## src/rtl/regfile_seq_pkg.sv

```systemverilog
// Shared constants for the register-file sequencer: opcodes, FSM encoding and
// instruction field positions.
package regfile_seq_pkg;

    localparam int unsigned OP_W = 3;

    localparam logic [OP_W-1:0] OP_ADD = 3'b000;
    localparam logic [OP_W-1:0] OP_SUB = 3'b001;
    localparam logic [OP_W-1:0] OP_AND = 3'b010;
    localparam logic [OP_W-1:0] OP_OR  = 3'b011;
    localparam logic [OP_W-1:0] OP_XOR = 3'b100;
    localparam logic [OP_W-1:0] OP_MOV = 3'b101;
    localparam logic [OP_W-1:0] OP_LDI = 3'b110;
    localparam logic [OP_W-1:0] OP_NOP = 3'b111;

    // Field slot index; bit position of a field is slot * ADDR_W.
    localparam int unsigned FIELD_RS2 = 0;
    localparam int unsigned FIELD_RS1 = 1;
    localparam int unsigned FIELD_RD  = 2;
    localparam int unsigned FIELD_OP  = 3;

    typedef enum logic [1:0] {
        IDLE  = 2'd0,
        READ  = 2'd1,
        EXEC  = 2'd2,
        WRITE = 2'd3
    } state_e;

endpackage

```

## src/rtl/alu8.sv

```systemverilog
// Combinational ALU for the sequencer. carry_valid is low for NOP so the
// caller can leave its result and flag registers untouched.
module alu8
    import regfile_seq_pkg::*;
#(
    parameter int unsigned DATA_W = 8
) (
    input  logic [OP_W-1:0]   i_op,
    input  logic [DATA_W-1:0] i_a,
    input  logic [DATA_W-1:0] i_b,
    input  logic [DATA_W-1:0] i_imm,
    output logic [DATA_W-1:0] o_result,
    output logic              o_carry_out,
    output logic              o_carry_valid
);

    logic [DATA_W:0] w_wide;

    // Top bit of the widened subtraction is the borrow (set when a < b).
    always_comb begin
        w_wide        = '0;
        o_carry_valid = 1'b1;
        case (i_op)
            OP_ADD:  w_wide = {1'b0, i_a} + {1'b0, i_b};
            OP_SUB:  w_wide = {1'b0, i_a} - {1'b0, i_b};
            OP_AND:  w_wide = {1'b0, i_a & i_b};
            OP_OR:   w_wide = {1'b0, i_a | i_b};
            OP_XOR:  w_wide = {1'b0, i_a ^ i_b};
            OP_MOV:  w_wide = {1'b0, i_a};
            OP_LDI:  w_wide = {1'b0, i_imm};
            default: o_carry_valid = 1'b0;
        endcase
    end

    assign o_result    = w_wide[DATA_W-1:0];
    assign o_carry_out = w_wide[DATA_W];

endmodule

```

## src/rtl/regfile_sequencer.sv

```systemverilog
// Four-state controller that reads two registers, runs the ALU and writes the
// result back, one instruction per valid/ready handshake.
module regfile_sequencer
    import regfile_seq_pkg::*;
#(
    parameter int unsigned DATA_W = 8,
    parameter int unsigned ADDR_W = 3
) (
    input  logic                  clk,
    input  logic                  rst,
    input  logic                  instr_valid,
    output logic                  instr_ready,
    input  logic [3+3*ADDR_W-1:0] instr,
    input  logic [DATA_W-1:0]     imm,
    output logic [ADDR_W-1:0]     read_port_1,
    output logic [ADDR_W-1:0]     read_port_2,
    input  logic [DATA_W-1:0]     read_data_1,
    input  logic [DATA_W-1:0]     read_data_2,
    output logic [ADDR_W-1:0]     write_port_1,
    output logic                  write_enable,
    output logic [DATA_W-1:0]     write_data,
    output logic                  done,
    output logic                  carry,
    output logic                  zero
);

    state_e              r_state;
    state_e              w_state_next;
    logic [OP_W-1:0]     r_op;
    logic [ADDR_W-1:0]   r_rd;
    logic [ADDR_W-1:0]   r_rs1;
    logic [ADDR_W-1:0]   r_rs2;
    logic [ADDR_W-1:0]   r_wport;
    logic [DATA_W-1:0]   r_imm;
    logic [DATA_W-1:0]   r_a;
    logic [DATA_W-1:0]   r_b;
    logic [DATA_W-1:0]   r_wdata;
    logic                r_carry;
    logic                r_zero;
    logic [DATA_W-1:0]   w_result;
    logic                w_carry;
    logic                w_carry_valid;

    alu8 #(
        .DATA_W (DATA_W)
    ) u_alu (
        .i_op          (r_op),
        .i_a           (r_a),
        .i_b           (r_b),
        .i_imm         (r_imm),
        .o_result      (w_result),
        .o_carry_out   (w_carry),
        .o_carry_valid (w_carry_valid)
    );

    always_comb begin
        w_state_next = r_state;
        case (r_state)
            IDLE:    if (instr_valid) w_state_next = READ;
            READ:    w_state_next = EXEC;
            EXEC:    w_state_next = WRITE;
            default: w_state_next = IDLE;
        endcase
    end

    always_ff @(posedge clk) begin
        if (rst) begin
            r_state <= IDLE;
            r_op    <= OP_NOP;
            r_rd    <= '0;
            r_rs1   <= '0;
            r_rs2   <= '0;
            r_wport <= '0;
            r_imm   <= '0;
            r_a     <= '0;
            r_b     <= '0;
            r_wdata <= '0;
            r_carry <= 1'b0;
            r_zero  <= 1'b0;
        end else begin
            r_state <= w_state_next;
            if (r_state == IDLE && instr_valid) begin
                r_op  <= instr[FIELD_OP*ADDR_W +: OP_W];
                r_rd  <= instr[FIELD_RD*ADDR_W +: ADDR_W];
                r_rs1 <= instr[FIELD_RS1*ADDR_W +: ADDR_W];
                r_rs2 <= instr[FIELD_RS2*ADDR_W +: ADDR_W];
                r_imm <= imm;
            end
            // Operands are captured a cycle before the write, so rd == rs uses the old value.
            if (r_state == READ) begin
                r_a <= read_data_1;
                r_b <= read_data_2;
            end
            if (r_state == EXEC) begin
                r_wport <= r_rd;
                if (w_carry_valid) begin
                    r_wdata <= w_result;
                    r_carry <= w_carry;
                    r_zero  <= (w_result == '0);
                end
            end
        end
    end

    assign instr_ready  = (r_state == IDLE);
    assign read_port_1  = r_rs1;
    assign read_port_2  = r_rs2;
    assign write_port_1 = r_wport;
    assign write_data   = r_wdata;
    assign write_enable = (r_state == WRITE) && (r_op != OP_NOP);
    assign done         = (r_state == WRITE);
    assign carry        = r_carry;
    assign zero         = r_zero;

endmodule

```

## config.mk

```make
export PLATFORM = sky130hd
export DESIGN_NAME = regfile_sequencer
export DESIGN_NICKNAME = d
export VERILOG_FILES = /design/src/rtl/regfile_seq_pkg.sv /design/src/rtl/alu8.sv /design/src/rtl/regfile_sequencer.sv
export SDC_FILE = /design/constraint.sdc
export NUM_CORES = 1
export LEC_CHECK = 0
export ABC_CLOCK_PERIOD_IN_PS = 4500
export CAP_MARGIN = 5
export CORE_MARGIN = 2
export CORE_UTILIZATION = 50
export DETAILED_ROUTE_END_ITERATION = 12
export PLACE_DENSITY = 0.76
export SLEW_MARGIN = 40
export SYNTH_ARGS = -nofsm -noshare
export SYNTH_HDL_FRONTEND = slang
export SYNTH_SLANG_ARGS = --single-unit
```

## constraint.sdc

```tcl
create_clock -name clk -period 4.5 [get_ports clk]
set_clock_uncertainty 0.05 [all_clocks]
set_input_delay 0.9 -clock clk [delete_from_list [all_inputs] [get_ports clk]]
set_output_delay 0.9 -clock clk [all_outputs]
set_load 0.05 [all_outputs]
```

== After elaboration in Yosys (flattened, before gate mapping) ==
Cells that the tools add are included.
Storage, ports and cells
  register bits: 51
  input bits: 39
Cells by class
  reductions and logical operators: 7
  muxes and demuxes: 4
  $add $sub $neg: 2
  bitwise logic cells: 3
  equal/unequal tests: 11
Operator list (number)
  9-bit one-hot mux with 7 select lines: 1
  8-bit by 8-bit adder with 9-bit output: 1
  3-bit equality test (second input constant): 3
  8-bit by 8-bit subtractor with 9-bit output: 1
  8-bit AND: 1
  8-bit logical NOT: 1
  8-bit OR: 1
  8-bit XOR: 1
  7-bit OR reduction: 1
  3-bit by 2-bit equality test with 1-bit output (second input constant): 2
  2-bit one-hot mux with 3 select lines: 1
  2-bit equality test (second input constant): 2
  3-bit by 1-bit equality test with 1-bit output (second input constant): 1
  3-bit logical NOT: 1
  3-bit != test (second input constant): 1
  2-bit by 1-bit equality test with 1-bit output (second input constant): 1
  1-bit logical AND: 2
  2-bit logical NOT: 1
  2-bit 2-to-1 mux: 1
  2-bit != test (second input constant): 1
  2-bit AND reduction: 1
  1-bit 2-to-1 mux: 1

== Depth between registers and ports, before layout ==
Gate-level depths: netlist of the first run.
  depth in word-level cells: 4
  depth in mapped cells: 15
  depth with buffers taken out: 13

== Cells and area by module ==
From an unflattened synthesis of the first run, not the netlist that was laid out.
Second synthesis, totals
  cell total of the unflattened synthesis: 383
  area total of the unflattened synthesis: 3130.5 um^2
Modules (own cells, without submodules)
  regfile_sequencer: area an instance 1923.1 um^2, cells each 213, sequential area each 1021.0 um^2, instances 1
  alu8: area an instance 1207.4 um^2, cells each 170, sequential area each 0.0 um^2, instances 1

== Worst setup path before layout of the first run ==
No wires, ideal clock.
  path type: register -> register
  start: register r_op[0]
  end: register r_zero (netlist: zero)
  data arrival time: 3.054 ns
  cell stages (with the launch flop): 16
  setup slack: 1.311 ns
  setup time: 0.084 ns
  cells stage by stage: dfxtp_1 > buf_6 > buf_8 > buf_2 > buf_2 > nand2_1 > o31ai_1 > xnor2_1 > ha_1 > o21ai_0 > a21oi_2 > o41ai_1 > mux2i_1 > o21ai_1 > or4b_1 > o31ai_2
Between the ends
  word-level cells in the longest chain between the ends: 4
  elaborated cells on any way between the ends: 12
  classes of those cells: 6 x eq/ne; 2 x mux; 4 x reduce/logical
RTL lines
  from (decl): RTL line regfile_sequencer.sv:29  | logic [OP_W-1:0] r_op;
  from (signal assigned): RTL line regfile_sequencer.sv:83  | r_op <= instr[FIELD_OP*ADDR_W +: OP_W];
  branches (longest 4 deep; another with 9-bit one-hot mux with 7 select lines)
  to (signal assigned): RTL line regfile_sequencer.sv:99  | r_zero <= (w_result == '0);
  to (decl): RTL line regfile_sequencer.sv:39  | logic r_zero;
Parallel ways; which one is timed is not known.
A chain may end at the register's enable or synchronous reset.

== Worst setup path in the final report of the first run ==
  start: register r_op[2]
  end: register r_zero (netlist: zero)
Same word-level chain as after synthesis.

==> impl_metrics.toml, run 1 <==
[run_status]
outcome = "finished, final reports clean"

[grt]
grt_overflow = 0
grt_pass1_vias = 2532
antenna_found_initial = 0
grt_max_degree = 33
grt_pass1_wl_mm = 11.9
grt_usage = 0.226

[sta]
tns_ns = 0
slew_viol_final = 0
setup_violations = 0
rsz0062_at_grt = "false"
worstMarginPinSlew_ns = 0.758
relSlewSlack = 0.493
finalCritPeriodShare = 0.811
final_hold_viol_count = 0
fmax_mhz = 274
min_period_ns = 3.65

[route]
firstDrtPassIters = 4
dr_total_vias = 2745
ant_nets = 0
first_iter_violations = 189
vias_per_cell = 5.34
routedWlPerCell_microns = 14.0
routed_wl_mm = 7.20
drc = 0

[logic_synthesis]
yosysSeqAreaShare = 0.331
yosys.area.top_type = "dfxtp_1"
synth_area_leaders = "dfxtp_1 33%, ha_1 12%, mux2i_1 8.8%"
ys_types = 47
yosysWarnings = 0
netlist_area_sq_um = 3080
synth_nets = 459
synth_flop_cell = "dfxtp_1"
synthArstFlopShare = 0
synth_top_area_frac = 0.331
syn_avg_cell_area_sq_um = 7.90
syn-instance-count = 390
synth_edf_count = 0
ys_ff_latch = 51

[cts]
post_cts_buffers = 0
cts_tree = "yes"
clk_pin_slew_ns = 0.10
cts.sinks = 51
cts_made_buffers = 5
postCtsHoldBufs = 0
cts_buffer_depth = 2
htreeDepth = 2
root_buffer = "clkbuf_8"
clock_latency_ns = 0.31
cts_resized = 0

[layout]
layoutNonFillerInstCount = 514
finalNetCount = 507
finalInstanceArea_sq_um = 3790
drive_above_1_share = 0.0410
areaGrowthSynthToFinish_pct = 22.9
insertedDiodeCount = 0

[placed_design]
place_congestion = 0.874
io_buffers = 60
place_area_sq_um = 3700
place_inst = 506
dp_hpwl_mm = 5.35

[critical_path]
r2r-end = "zero"
worst-r2r-cell-count = 12
critPathLaunchType = "register"
path_max_fanout = 25
reg2reg_from = "r_op[2]"
arrival_ns = 3.83
cp-end-kind = "register"
critPathLaunch = "r_op[2]"
rrSetupSlack_ns = 0.85
required_ns = 4.68
critical_path_class = "reg2reg"

[floorplan]
die_y_microns = 82.5
initial_core_util = 0.520
design.portCount = 61
rows = 28
die-area_sq_um = 6800
die_w_microns = 82.5
core_sq_um = 5920

[min_path]
hold_end = "r_rd[2]"
hold_class = "reg2reg"
hp-start = "r_rd[2]"
holdPathStages = 2

[power]
power.density_nw_per_um2 = 621
power_mw = 2.35
ir_drop_mv = 0.313
power_leakage_nw = 1.53

[run]
drv_cap = 0
## report_power, final
| part | internal (mW) | switching (mW) |
|---|---|---|
| sequential | 0.549 | 0.104 |
| combinational | 0.588 | 0.839 |
| clock | 0.112 | 0.160 |
| total | 1.25 | 1.10 |
## sequential cells by signal, summed over array words and instances, names as in the netlist
name          flops
carry             1
r_a               8
r_b               8
r_imm             8
r_op              3
r_rd              3
r_state           2
read_port_1       3
read_port_2       3
write_data        8
write_port_1      3
zero              1
## worst max-delay path, cell delays in order, from the launching register on
cell     delay, ns
dfxtp_1       0.82
nor2_1        0.24
nand2_1       0.28
o31ai_1       0.13
xnor2_1       0.15
ha_1          0.34
o21ai_0       0.12
a21oi_2       0.08
o41ai_1       0.31
mux2i_1       0.22
o21ai_1       0.09
or4b_1        0.54
o31ai_2       0.19
## layer usage
layer  part of all wire  routed length (microns)  GRT usage  vias to the layer above
met4             0.0087                       63     0.0590                        0
met3              0.062                      444     0.0587                        6
met1               0.48                     3470      0.301                     1260
met2               0.45                     3220      0.365                       64
li1                   -                        -          -                     1415
met5                  0                        0          0                        -
## synth_stat cells, types with 2 or more instances
master and n:
nand3b_1 4, inv_1 23, a211oi_1 3, buf_2 3, o211ai_1 3, nor3_1 9, nand2_1 61, a21oi_1 35
dfxtp_1 51, nor4_1 2, nand3_1 10, nor2_1 49, nor2b_1 7, xnor2_1 7, o21ai_0 9, mux2_2 2
clkbuf_1 16, and2_1 4, buf_1 2, o221ai_1 2, o31ai_1 4, o22ai_1 2, nand2b_1 3, ha_1 29
a222oi_1 2, mux2i_1 27
## placed cells by master, fill, tap and decap left out, types with 2 or more instances in the layout
master | synthesis | final
ha_1 | 29 | 28
nor2_1 | 49 | 49
o211ai_1 | 3 | 3
nand3b_1 | 4 | 4
nor2b_1 | 7 | 7
mux2_2 | 2 | 2
o21ai_0 | 9 | 9
a211oi_1 | 3 | 3
nor4_1 | 2 | 2
buf_4 | 0 | 4
o221ai_1 | 2 | 2
a21oi_1 | 35 | 35
clkdlybuf4s50_1 | 0 | 60
nand2_1 | 61 | 61
dfxtp_1 | 51 | 51
xnor2_1 | 7 | 7
o31ai_1 | 4 | 4
o22ai_1 | 2 | 2
a222oi_1 | 2 | 2
nand2b_1 | 3 | 3
mux2i_1 | 27 | 27
and2_1 | 4 | 4
nand3_1 | 10 | 10
clkbuf_8 | 0 | 5
inv_1 | 23 | 23
nor3_1 | 9 | 9
## metrics by stage
step           hold WS [ns]   util  setup WS [ns]
3_3_place_gp          0.391  0.624           1.03
5_1_grt               0.429  0.640          0.565
6_report              0.411  0.640          0.852
4_1_cts               0.410  0.640          0.881
3_5_place_dp          0.397  0.625          0.915
2_1_floorplan         0.386      -           1.31
## cells by family after synthesis
kind of cell,after synthesis,share of synthesized area
buf+inv,46,0.0634
simple gates,155,0.221
compound gates,71,0.142
fa+ha+maj,30,0.124
xor+xnor,8,0.0227
mux,29,0.0950
flops,51,0.331
## worst max path at each step
stage / endpoint / slack, ns / cells past startpoint
2_1_floorplan: zero / 1.31 / 15
3_3_place_gp: zero / 1.03 / 12
3_5_place_dp: zero / 0.92 / 12
4_1_cts: zero / 0.88 / 12
5_1_grt: zero / 0.57 / 11
6_report: zero / 0.85 / 12
## area by class of cell
class | instances | area [sq um]
Timing Repair Buffer | 64 | 631
Tap cell | 75 | 93.8
Multi-Input combinational cell | 293 | 1870
Clock buffer | 6 | 72.6
Clock inverter | 2 | 16.3
Inverter | 23 | 86.3
Fill cell | 525 | 2130
Sequential cell | 51 | 1020
Power figures use the tool's default switching activity.
==> inputs of run 2 (changes only) <==
--- a/config.mk
+++ b/config.mk
@@ -5,7 +5,7 @@
 export SDC_FILE = /design/constraint.sdc
 export NUM_CORES = 1
 export LEC_CHECK = 0
-export ABC_CLOCK_PERIOD_IN_PS = 4500
+export ABC_CLOCK_PERIOD_IN_PS = 3600
 export CAP_MARGIN = 5
 export CORE_MARGIN = 2
 export CORE_UTILIZATION = 50
==> constraint.sdc (replaced) <==
create_clock -name clk -period 3.6 [get_ports clk]
set_clock_uncertainty 0.05 [all_clocks]
set_input_delay 0.72 -clock clk [delete_from_list [all_inputs] [get_ports clk]]
set_output_delay 0.72 -clock clk [all_outputs]
set_load 0.05 [all_outputs]
==> impl_metrics.toml, run 2 (synthesized netlist as in run 1, its figures left out) <==
[run_status]
outcome = "finished, final reports clean"

[layout]
final_common_cell = "nand2_1"
multi_input_area_sq_um = 1870
final_cell_mix = "61 x nand2_1, 60 x clkdlybuf4s50_1, 51 x dfxtp_1"
drive_above_1_share = 0.0454
ff_latch_area_sq_um = 1020
insertedDiodeCount = 0
areaGrowthSynthToFinish_pct = 23.4
fillerInstances = 537
finalNetCount = 509

[critical_path]
critPathLaunchType = "register"
required_ns = 3.77
cp-end-kind = "register"
critical_path_class = "reg2reg"
worst-r2r-cell-count = 12
arrival_ns = 3.36
path_max_fanout = 5

[route]
topRoutingLayerUsed = "met4"
wl_met2_mm = 3.28
routed_wl_mm = 7.22
vias_per_cell = 5.42
drc = 0
first_iter_violations = 209
wl_met1_mm = 3.29
firstDrtPassIters = 5
dr_wl_met3_microns = 582
dr_total_vias = 2799
ant_nets = 0
routedWlPerCell_microns = 14.0

[grt]
antenna_found_initial = 0
grt_pass1_wl_mm = 12.0
grt_overflow = 0
grt_usage = 0.226
grt_pass1_vias = 2603
grt_max_degree = 25

[floorplan]
rows = 28
design.portCount = 61
die_w_microns = 82.5
die_y_microns = 82.5
initial_core_util = 0.520
die-area_sq_um = 6800
core_sq_um = 5920

[cts]
cts_tree = "yes"
clk_pin_slew_ns = 0.10
cts_made_buffers = 5
cts_buffer_depth = 2
postCtsHoldBufs = 0
post_cts_buffers = 0
cts_resized = 0
htreeDepth = 2
clock_latency_ns = 0.31
root_buffer = "clkbuf_8"
cts.sinks = 51

[power]
power_mw = 2.95
p_clk_frac = 0.113
power_leakage_nw = 1.54
ir_drop_mv = 0.436
internal_power_mw = 1.57
power.density_nw_per_um2 = 777
pwr-share-comb = 0.616
power_switching_mw = 1.38
switching_share = 0.468
sequentialPowerShare = 0.271

[sta]
setup_violations = 0
final_hold_viol_count = 0
fmax_mhz = 314
rsz0062_at_grt = "false"
min_period_ns = 3.18
worstMarginPinSlew_ns = 0.689
tns_ns = 0
finalCritPeriodShare = 0.884
relSlewSlack = 0.541
setup_ws_ns = 0.418
slew_viol_final = 0

[placed_design]
io_buffers = 60
dp_hpwl_mm = 5.46
place_congestion = 0.908
pre_cts_ws_ns = 0.458

[min_path]
hold_class = "reg2reg"
holdPathStages = 2

[run]
drv_cap = 0
[run 2: power groups by stage]
stage | registers [mW] | clock network (mW) | logic (mW)
after floorplan | 0.893 | 0 | 1.31
after global placement | 0.804 | 0 | 1.75
after detailed placement | 0.813 | 0 | 1.79
after CTS | 0.801 | 0.348 | 1.81
after global routing | 0.819 | 0.375 | 2.02
final | 0.800 | 0.333 | 1.82
[run 2: routing by layer]
metal / up-vias / global-route usage
met1: 1263 / 0.300
met4: 0 / 0.0557
li1: 1416 / -
met3: 8 / 0.0554
met5: - / 0
met2: 112 / 0.367
[run 2: final timing paths]
path                                      from              to  slack [ns]
worst min-delay path            read_port_2[1]  read_port_2[1]        0.41
worst min register to register  read_port_2[1]  read_port_2[1]        0.41
worst max register to register          r_b[0]            zero        0.42
worst max-delay path                    r_b[0]            zero        0.42
[run 2: cell type report]
cell class / count / share of cell area
Sequential cell: 51 / 0.269
Inverter: 23 / 0.0227
Timing Repair Buffer: 66 / 0.170
Clock buffer: 6 / 0.0191
Multi-Input combinational cell: 293 / 0.491
Tap cell: 75 / 0.0247
Clock inverter: 2 / 0.00428
[run 2: per-stage QoR]
stage | cells | utilization | hold slack, ns | area [sq um]
CTS | 516 | 0.642 | 0.410 | 3800
finish | 516 | 0.642 | 0.407 | 3800
global route | 516 | 0.642 | 0.426 | 3800
global placement | 508 | 0.627 | 0.391 | 3710
floorplan | 390 | - | 0.386 | 3080
detailed placement | 508 | 0.627 | 0.398 | 3710
[run 2: worst max-delay path, cell delays in order (launching register included)]
cell,delay [ns]
dfxtp_1,0.42
inv_1,0.11
ha_1,0.25
a21oi_1,0.16
xnor2_1,0.14
ha_1,0.30
o21ai_0,0.24
a21oi_2,0.09
o41ai_1,0.31
mux2i_1,0.23
o21ai_1,0.10
or4b_1,0.54
o31ai_2,0.18
==> inputs of run 3 (changes only) <==
--- a/config.mk
+++ b/config.mk
@@ -10,8 +10,11 @@
 export CORE_MARGIN = 2
 export CORE_UTILIZATION = 50
 export DETAILED_ROUTE_END_ITERATION = 12
+export GPL_ROUTABILITY_DRIVEN = 0
+export GPL_TIMING_DRIVEN = 0
 export PLACE_DENSITY = 0.76
 export SLEW_MARGIN = 40
 export SYNTH_ARGS = -nofsm -noshare
 export SYNTH_HDL_FRONTEND = slang
+export SYNTH_HIERARCHICAL = 1
 export SYNTH_SLANG_ARGS = --single-unit
==> impl_metrics.toml, run 3 <==
[floorplan]
initial_core_util = 0.523
rows = 28
die-area_sq_um = 6910
core_sq_um = 5990
design.portCount = 61
die_y_microns = 83.1
die_w_microns = 83.1

[min_path]
hold_end = "write_data[4]"
hp-start = "write_data[4]"
holdPathStages = 2
hold_class = "reg2reg"

[power]
pwr-share-comb = 0.608
switching_share = 0.436
p_clk_frac = 0.138
internal_power_mw = 1.74
power_leakage_nw = 1.60
power_mw = 3.09
power.density_nw_per_um2 = 782
power_switching_mw = 1.35
ir_drop_mv = 0.480
sequentialPowerShare = 0.253

[run_status]
outcome = "finished, final reports clean"

[sta]
fmax_mhz = 300
slew_viol_final = 0
tns_ns = 0
setup_violations = 0
finalCritPeriodShare = 0.925
setup_ws_ns = 0.272
final_hold_viol_count = 0
relSlewSlack = 0.652
worstMarginPinSlew_ns = 0.522
min_period_ns = 3.33
rsz0062_at_grt = "false"

[layout]
final_common_cell = "nand2_1"
utilization = 0.659
final_cell_mix = "73 x nand2_1, 59 x clkdlybuf4s50_1, 51 x dfxtp_1"
areaGrowthSynthToFinish_pct = 26.1
drive_above_1_share = 0.0956
finalNetCount = 518
insertedDiodeCount = 0

[logic_synthesis]
ys_types = 52
netlist_area_sq_um = 3130
ys_ff_latch = 51
synth_flop_cell = "dfxtp_1"
syn-instance-count = 383
yosys.area.top_type = "dfxtp_1"
synth_area_leaders = "dfxtp_1 33%, ha_1 12%, mux2i_1 9.0%"
synth_most_common_cell = "nand2_1"
synth_edf_count = 0
synth_nets = 452
synthArstFlopShare = 0
yosysWarnings = 6
synth_top_area_frac = 0.326
syn_avg_cell_area_sq_um = 8.17
yosys-top-cells-count = "73 x nand2_1, 51 x dfxtp_1, 41 x nor2_1"
yosysSeqAreaShare = 0.326

[critical_path]
reg2reg_from = "r_op[1]"
arrival_ns = 3.53
rrSetupSlack_ns = 0.27
worst-r2r-cell-count = 14
r2r-end = "zero"
cp-end-kind = "register"
required_ns = 3.80
critical_path_class = "reg2reg"
critPathLaunchType = "register"
path_max_fanout = 7

[grt]
grt_pass1_wl_mm = 12.7
grt_overflow = 0
grt_pass1_vias = 2796
grt_max_degree = 17
antenna_found_initial = 0
grt_usage = 0.217

[cts]
cts_tree = "yes"
clock_latency_ns = 0.30
clk_pin_slew_ns = 0.10
root_buffer = "clkbuf_8"
htreeDepth = 2
cts.sinks = 51
cts_made_buffers = 5
cts_buffer_depth = 2
post_cts_buffers = 0

[route]
dr_total_vias = 2786
vias_per_cell = 5.31
firstDrtPassIters = 4
routed_wl_mm = 7.36
drc = 0
ant_nets = 0
routedWlPerCell_microns = 14.0
first_iter_violations = 159

[placed_design]
io_buffers = 59
pre_cts_ws_ns = 0.284
dp_hpwl_mm = 5.71

[run]
drv_cap = 0
==> run 3: changes by cell type in the layout (fill, tap and decap cells not counted), sizes merged, moves of 3 or more <==
cell | before | now
a211oi | 3 | 8
a21oi | 36 | 41
a31oi | 1 | 5
buf | 6 | 16
clkbuf | 6 | 12
nand2 | 61 | 73
nand3 | 10 | 3
nor2 | 50 | 41
nor3 | 9 | 4
o211ai | 3 | 0
o21ai | 10 | 7
==> run 3: layer usage <==
metal / track usage / vias to the layer above / routed length, microns
met4: 0.0447 / 0 / 69
li1: - / 1418 / -
met1: 0.279 / 1287 / 3360
met5: 0 / - / 0
met3: 0.0437 / 7 / 359
met2: 0.378 / 74 / 3570
==> run 3: cell type report <==
class | instances | area [sq um]
fillers | 543 | 2040
multi-input cells | 287 | 1890
flip-flops and latches | 51 | 1020
repair buffers | 59 | 591
plain buffers | 22 | 141
well taps | 75 | 93.8
inverters | 23 | 86.3
clock buffers | 6 | 82.6
clock inverters | 2 | 38.8
==> run 3: per-stage QoR <==
step / hold slack (ns) / cell area [sq um] / std cells
floorplan: 0.386 / 3130 / 383
global placement: 0.393 / 3810 / 517
detailed placement: 0.395 / 3810 / 517
CTS: 0.410 / 3940 / 525
global route: 0.433 / 3950 / 525
finish: 0.407 / 3950 / 525
==> run 3: logic make-up (layout without fill, tap and decap cells) <==
kind of cell | after synthesis | count (layout) | synth area share
flops | 51 | 51 | 0.326
mux | 28 | 28 | 0.0895
xor+xnor | 10 | 10 | 0.0280
buf+inv | 45 | 112 | 0.0727
simple gates | 141 | 141 | 0.200
fa+ha+maj | 30 | 30 | 0.122
compound gates | 78 | 78 | 0.161
==> run 3: what timing repair did <==
item / in CTS / in global routing
setup endpoints to repair: 0 / 1
hold buffers: 0 / 0
gates resized for setup: 0 / 2
==> run 3: power groups by stage <==
stage	sequential [mW]	combinational (mW)	clock, mW
floorplan	0.841	1.39	0
global placement	0.791	1.80	0
detailed placement	0.796	1.84	0
CTS	0.783	1.85	0.439
global route	0.799	2.08	0.460
finish	0.782	1.88	0.427
==> run 3: worst max-delay path by stage <==
stage	end	cells after the start	startpoint
6_report	zero	14	r_op[1]
5_1_grt	zero	14	r_op[1]
4_1_cts	zero	12	r_op[1]
3_5_place_dp	zero	13	r_op[1]
3_3_place_gp	zero	13	r_op[1]
2_1_floorplan	zero	13	r_op[1]
==> run 3: critical path, cell delays in order, from the launching register on <==
cell,delay (ns)
dfxtp_1,0.34
clkbuf_1,0.17
nor2_1,0.24
nand2_1,0.19
o21ai_1,0.25
inv_1,0.08
ha_1,0.27
nor2b_4,0.13
o31a_4,0.30
o31ai_1,0.34
xor2_1,0.19
a221oi_1,0.12
nor4_1,0.36
nand3_2,0.12
a21oi_2,0.12
